File: config.mk
export PLATFORM = sky130hd
export DESIGN_NAME = fpu_arbiter
export DESIGN_NICKNAME = d
export VERILOG_FILES = /design/src/rtl/fpu_arbiter.sv
export SDC_FILE = /design/constraint.sdc
export NUM_CORES = 1
export LEC_CHECK = 0
export BUFFER_PORTS_ARGS = -buffer_cell sky130_fd_sc_hd__buf_2
export CAP_MARGIN = 20
export CELL_PAD_IN_SITES_DETAIL_PLACEMENT = 0
export CELL_PAD_IN_SITES_GLOBAL_PLACEMENT = 1
export CORE_AREA = 2 2 161 163
export CTS_CLUSTER_DIAMETER = 150
export DETAILED_ROUTE_END_ITERATION = 10
export DIE_AREA = 0 0 163 165
export GPL_TIMING_DRIVEN = 0
export PLACE_DENSITY_LB_ADDON = 0.3
export RECOVER_POWER = 100
export SKIP_LAST_GASP = 1
export SYNTH_ARGS = -nofsm -noshare
export SYNTH_HDL_FRONTEND = slang
export SYNTH_SLANG_ARGS = --single-unit
File: constraint.sdc
create_clock -name clk -period 6.3 [get_ports clk]
set_input_delay 1.89 -clock clk [delete_from_list [all_inputs] [get_ports clk]]
set_output_delay 1.89 -clock clk [all_outputs]
set_load 0.05 [all_outputs]
File: src/rtl/fpu_arbiter.sv
// -----------------------------------------------------------------------------
// fpu_arbiter
//   Shares a single fpu between NUM_REQ command ports. A round-robin arbiter
//   picks one pending requester, the arbiter latches that requester's opcode
//   and operands, holds fpu_start until the fpu reports cmd_end, and returns
//   the result tagged with the requester id. A watchdog turns a command that
//   never completes into an error response carrying a quiet NaN.
//
// Package pa_fpu
//   e_fpu_op : fpu opcode type shared with the fpu and the requesters.
//
// Ports
//   clk, arst_n            clock, asynchronous active-low reset
//   req_valid/op/a/b       per-requester command; held until req_ready[i]
//   req_ready              one-hot single-cycle accept pulse
//   resp_valid/id/data/err single-cycle response; id/data hold until the next one
//   fpu_start/op/a/b       command towards the fpu
//   fpu_result/cmd_end/busy status from the fpu
//   arb_busy               high whenever a command is in flight or draining
// -----------------------------------------------------------------------------
package pa_fpu;
    typedef enum logic [2:0] {
        FPU_ADD,
        FPU_SUB,
        FPU_MUL,
        FPU_DIV,
        FPU_SQRT,
        FPU_LOG2,
        FPU_EXP2,
        FPU_ABS
    } e_fpu_op;
endpackage

module fpu_arbiter #(
    parameter  int NUM_REQ     = 4,
    parameter  int TIMEOUT_CYC = 1024,
    localparam int ID_W        = (NUM_REQ > 1) ? $clog2(NUM_REQ) : 1
) (
    input  logic                  clk,
    input  logic                  arst_n,
    input  logic [NUM_REQ-1:0]    req_valid,
    input  pa_fpu::e_fpu_op       req_op [NUM_REQ],
    input  logic [31:0]           req_a  [NUM_REQ],
    input  logic [31:0]           req_b  [NUM_REQ],
    output logic [NUM_REQ-1:0]    req_ready,
    output logic                  resp_valid,
    output logic [ID_W-1:0]       resp_id,
    output logic [31:0]           resp_data,
    output logic                  resp_err,
    output logic                  fpu_start,
    output pa_fpu::e_fpu_op       fpu_op,
    output logic [31:0]           fpu_a,
    output logic [31:0]           fpu_b,
    input  logic [31:0]           fpu_result,
    input  logic                  fpu_cmd_end,
    input  logic                  fpu_busy,
    output logic                  arb_busy
);

    localparam int CNT_W = (TIMEOUT_CYC > 2) ? $clog2(TIMEOUT_CYC) : 1;
    localparam logic [CNT_W-1:0] CNT_LAST =
        (TIMEOUT_CYC == 0) ? '0 : CNT_W'(TIMEOUT_CYC - 1);
    localparam logic [ID_W:0]    NUM_REQ_W = (ID_W + 1)'(NUM_REQ);
    localparam logic [ID_W-1:0]  LAST_ID   = ID_W'(NUM_REQ - 1);
    localparam logic [31:0]      QNAN      = 32'h7fc0_0000;

    typedef enum logic [1:0] {
        S_IDLE,
        S_ISSUE,
        S_DONE,
        S_DRAIN
    } state_e;

    state_e               state_q, state_d;
    logic [ID_W-1:0]      rr_ptr_q, rr_ptr_d;
    logic [ID_W-1:0]      id_q, id_d;
    pa_fpu::e_fpu_op      op_q, op_d;
    logic [31:0]          a_q, a_d;
    logic [31:0]          b_q, b_d;
    logic [CNT_W-1:0]     cnt_q, cnt_d;
    logic [ID_W-1:0]      rid_q, rid_d;
    logic [31:0]          rdata_q, rdata_d;
    logic                 err_q, err_d;

    // Candidate k is the requester k positions above the round-robin pointer,
    // so the lowest valid offset is the round-robin winner.
    logic [ID_W-1:0]      cand_idx [NUM_REQ];
    logic [NUM_REQ-1:0]   cand_vld;
    logic [ID_W-1:0]      grant_idx;
    logic                 grant_en;
    logic                 timeout_hit;

    for (genvar gi = 0; gi < NUM_REQ; gi++) begin : g_cand
        logic [ID_W:0] sum;
        assign sum          = {1'b0, rr_ptr_q} + (ID_W + 1)'(gi);
        assign cand_idx[gi] = (sum >= NUM_REQ_W) ? ID_W'(sum - NUM_REQ_W) : sum[ID_W-1:0];
        assign cand_vld[gi] = req_valid[cand_idx[gi]];
    end

    always_comb begin
        grant_idx = '0;
        for (int k = NUM_REQ - 1; k >= 0; k--) begin
            if (cand_vld[k]) begin
                grant_idx = cand_idx[k];
            end
        end
    end

    // A grant is only possible from IDLE with the fpu free.
    assign grant_en = (state_q == S_IDLE) && !fpu_busy && (|cand_vld);

    for (genvar gi = 0; gi < NUM_REQ; gi++) begin : g_ready
        assign req_ready[gi] = grant_en && (grant_idx == ID_W'(gi));
    end

    assign timeout_hit = (TIMEOUT_CYC != 0) && (cnt_q == CNT_LAST);

    always_comb begin
        state_d  = state_q;
        rr_ptr_d = rr_ptr_q;
        id_d     = id_q;
        op_d     = op_q;
        a_d      = a_q;
        b_d      = b_q;
        cnt_d    = cnt_q;
        rid_d    = rid_q;
        rdata_d  = rdata_q;
        err_d    = err_q;

        case (state_q)
            S_IDLE: begin
                if (grant_en) begin
                    state_d  = S_ISSUE;
                    id_d     = grant_idx;
                    op_d     = req_op[grant_idx];
                    a_d      = req_a[grant_idx];
                    b_d      = req_b[grant_idx];
                    cnt_d    = '0;
                    rr_ptr_d = (grant_idx == LAST_ID) ? '0 : grant_idx + 1'b1;
                end
            end
            S_ISSUE: begin
                // cmd_end wins over the watchdog in the final cycle.
                if (fpu_cmd_end) begin
                    state_d = S_DONE;
                    rid_d   = id_q;
                    rdata_d = fpu_result;
                    err_d   = 1'b0;
                end else if (timeout_hit) begin
                    state_d = S_DONE;
                    rid_d   = id_q;
                    rdata_d = QNAN;
                    err_d   = 1'b1;
                end else begin
                    cnt_d = cnt_q + 1'b1;
                end
            end
            S_DONE: begin
                state_d = S_DRAIN;
            end
            S_DRAIN: begin
                // Let the fpu settle so the next start is seen as a fresh command.
                if (!fpu_busy && !fpu_cmd_end) begin
                    state_d = S_IDLE;
                end
            end
            default: begin
                state_d = S_IDLE;
            end
        endcase
    end

    always_ff @(posedge clk or negedge arst_n) begin
        if (!arst_n) begin
            state_q  <= S_IDLE;
            rr_ptr_q <= '0;
            id_q     <= '0;
            op_q     <= pa_fpu::FPU_ADD;
            a_q      <= '0;
            b_q      <= '0;
            cnt_q    <= '0;
            rid_q    <= '0;
            rdata_q  <= '0;
            err_q    <= 1'b0;
        end else begin
            state_q  <= state_d;
            rr_ptr_q <= rr_ptr_d;
            id_q     <= id_d;
            op_q     <= op_d;
            a_q      <= a_d;
            b_q      <= b_d;
            cnt_q    <= cnt_d;
            rid_q    <= rid_d;
            rdata_q  <= rdata_d;
            err_q    <= err_d;
        end
    end

    assign fpu_start  = (state_q == S_ISSUE);
    assign fpu_op     = op_q;
    assign fpu_a      = a_q;
    assign fpu_b      = b_q;
    assign resp_valid = (state_q == S_DONE);
    assign resp_id    = rid_q;
    assign resp_data  = rdata_q;
    assign resp_err   = resp_valid && err_q;
    assign arb_busy   = (state_q != S_IDLE);

endmodule

==> metrics.md <==
| Metric | Value |
|---|---|
| Post-CTS Resized | `0` |
| VDD IR max | `0.2711 mV` |
| Largest net degree at the start of global routing | `61` |
| Clk pwr share | `0.202` |
| Layout Nets | `approximately 1,400` |
| Syn Nets | `just under 1,000` |
| Pre-antenna DRT Iters | `7` |
| Critical path class | `input pin to primary output` |
| Final WS setup | `between 0.5 and 0.6 ns` |
| Die H | `165 um` |
| Slew Limit Fails | `slightly below 60` |
| Top cell type's share of synthesized area | `0.3952` |
| All-Layer GR Usage | `0.2015` |
| Critical Path AT | `3.90 ns` |
| I/O pin cnt | `~420` |
| Critical path peak fanout | `10` |
| Outcome | `complete, but fails checks` |
| Top cells by count, synth | `118 x dfrtp_1, 72 x and2_1, 71 x nor2_1, 69 x mux2i_1, 67 x a211oi_2` |
| Hold_buf cts | `0` |
| Die footprint | `26,900 sq um` |
| Mean number of vias per cell | `~4.9` |
| Placer Congestion | `a little over 0.8` |
| Detailed Route WL | `28,010 um` |
| Post-synth EDFFs | `0` |
| DR WL/cell | `19.55 um` |
| Most frequent cell after synthesis | `dfrtp_1` |
| Cell-internal power | `0.002541 W` |
| Mux cell area share after synthesis | `0.09596` |
| First-pass GRT wire length | `~41,000 um` |
| Cells after Synth | `between 600 and 700` |
| DR vias | `6,954` |
| Synth Area in Adders | `0.01172` |
| Clock Skew | `0.01069 ns` |
| Inst Count DP | `between 1,000 and 1,500` |
| Synthesized area | `7471 sq um` |
| H-tree Lvls | `4` |
| Hpwl dp | `~22,000 um` |
| Placeable Area | `~25,000 sq um` |
| Post-route minimum period | `about 5.8 ns` |
| Yosys Warn Count | `0` |
| Clk_lat worst skew | `0.41 ns` |
| Post-Layout Cell Count | `~1,400` |
| Critical Path End Type | `primary output` |
| Synth Area in Compound Gates | `0.3011` |
| Post-Synth Simple-Gate Area | `0.1336` |
| Fin. Hold Viols | `0` |
| P_sw | `around 0.0028 W` |
| Final setup viols | `0` |
| CTS root buf | `clkbuf_16` |
| Fmax | `approximately 0.17 GHz` |
| I/O Buffers | `between 400 and 500` |
| Comb pwr share | `0.554` |
| Vias in the first global route | `roughly 7,000` |
| Synth async-reset ratio | `1.000` |
| Syn Area/Cell | `approximately 11 sq um` |
| Leak | `4.696 nW` |
| Distinct cells, synth | `44` |
| Place WS | `0.7383 ns` |
| CTS tree | `done` |
| PD cells | `~520 nW/um^2` |
| Area growth, synth to finish | `36.21%` |
| Setup Buffers After CTS | `0` |
| Synth area leader | `dfrtp_1` |
| Remaining Overflow, GRT | `0` |
| Largest family of logic cells by synthesized area | `compound AO/OA/AOI/OAI gates` |
| Clock Path Buffers | `2` |
| Worst-path clk slew | `roughly 0.060 ns` |
| Worst path required time | `4.41 ns` |
| Startpoint types | `input pin` |
| Share of layout cells above drive strength 1 | `0.4055` |
| TNS Setup | `0 ns` |
| Post-route cell area | `10,180 sq um` |
| Max_cap viols | `1` |
| Flops & latches, synth | `~120` |
| DRC | `0` |
| Post-place instance area | `between 9000 and 10,000 sq um` |
| Row count | `between 50 and 60` |
| Initial antenna violation count | `2` |
| Final ANT Viol Nets | `0` |
| Starting Density | `0.2984` |
| Chip width | `~160 um` |
| CTS Buf Count | `17` |
| Period utilisation layout | `0.9197` |
| Sequential area share after synthesis | `0.3952` |
| Clock sinks | `approximately 120` |
| RSZ-0062 raised after global routing | `no` |
| Dominant cells by area after synthesis | `dfrtp_1 40%, a221oi_2 12%, a211oi_2 11%` |
| Relative slew slack | `-1.303` |
| Worst-Margin Slew | `around 3.5 ns` |
| DR iter-0 viols | `299` |
| Reg power frac | `0.244` |
| XOR/XNOR share of the synthesized area | `0.002345` |
| Top FF cell, synth | `dfrtp_1` |
| Sw frac | `0.5221` |
| Failing checks | `max-capacitance violations, max-slew violations` |
| Classification of the worst-slack hold path | `flop to flop` |
[state kept, by name, indices dropped and copies added (netlist names)]
signal / flops
resp_id: 2
fpu_a: 32
cnt_q: 10
id_q: 2
resp_data: 32
err_q: 1
fpu_op: 3
state_q: 2
fpu_b: 32
rr_ptr_q: 2
[critical path, cell delays in order]
cell and delay [ns]:
clkbuf_1 0.11, nor4_1 0.87, nor3_4 0.21, clkbuf_1 0.32
and2_1 0.24, clkbuf_2 0.25
[routing by layer]
metal,GRT usage,part of all wire
met2,0.3438,0.50
met1,0.2536,0.42
met3,0.04822,0.064
met5,0,0
met4,0.05873,0.015
[cells by family after synthesis]
group | count (synthesis)
xor+xnor | 2
compound gates | 193
mux | 71
simple gates | 192
fa+ha+maj | 7
flops | 118
buf+inv | 68
[power groups by stage]
stage	clock network [W]	logic, W	registers (W)
2_1_floorplan	0	0.00127	0.00239
3_3_place_gp	0	0.00318	0.00129
3_5_place_dp	0	0.00320	0.00130
4_1_cts	0.00110	0.00320	0.00129
5_1_grt	0.00114	0.00314	0.00135
6_report	0.00107	0.00294	0.00130
[final cells by class]
class	instances	area (sq um)
diodes	3	7.507
flip-flops and latches	118	2953
clock inverters	15	215.2
multi-input cells	465	3774
clock buffers	17	425.4
well taps	330	412.9
inverters	7	26.28
plain buffers	61	391.6
repair buffers	417	1971
fillers	2604	14860
[placed cells by master, fill, tap and decap left out, types with 5 or more instances in the layout]
master / synthesis / routed
a211oi_1: 0 / 55
a211oi_2: 67 / 12
a21oi_1: 8 / 8
a221oi_1: 7 / 7
a221oi_2: 60 / 60
a22o_1: 23 / 23
and2_1: 72 / 71
and3_1: 5 / 5
buf_2: 13 / 311
buf_6: 17 / 16
clkbuf_1: 20 / 142
clkbuf_16: 0 / 17
dfrtp_1: 118 / 118
ha_1: 7 / 7
inv_1: 6 / 6
inv_6: 0 / 5
mux2i_1: 69 / 69
nand2_1: 19 / 19
nand3_1: 5 / 5
nor2_1: 71 / 72
o21ai_0: 9 / 10
o22a_1: 10 / 10
[metrics by stage]
stage	total power [W]	util	hold WS, ns
6_report	0.005317	0.4064	0.4723
5_1_grt	0.005626	0.4063	0.5111
4_1_cts	0.005593	0.4250	0.4781
3_5_place_dp	0.004493	0.3994	0.4638
3_3_place_gp	0.004470	0.3981	0.4587
2_1_floorplan	0.003657	-	0.4386
[path summary, 6_finish.rpt]
check | cells past startpoint | from | to | slack (ns)
min in group asynchronous | 1 | arst_n | resp_data[23] | 2.64
min | 2 | id_q[1] | resp_id[1] | 0.47
max reg2reg | 9 | state_q[0] | fpu_a[10] | 3.22
min reg2reg | 2 | id_q[1] | resp_id[1] | 0.47
max | 6 | req_valid[1] | req_ready[2] | 0.51
max in group asynchronous | 1 | arst_n | fpu_b[6] | 1.70
(Power assumes the default switching activity.)
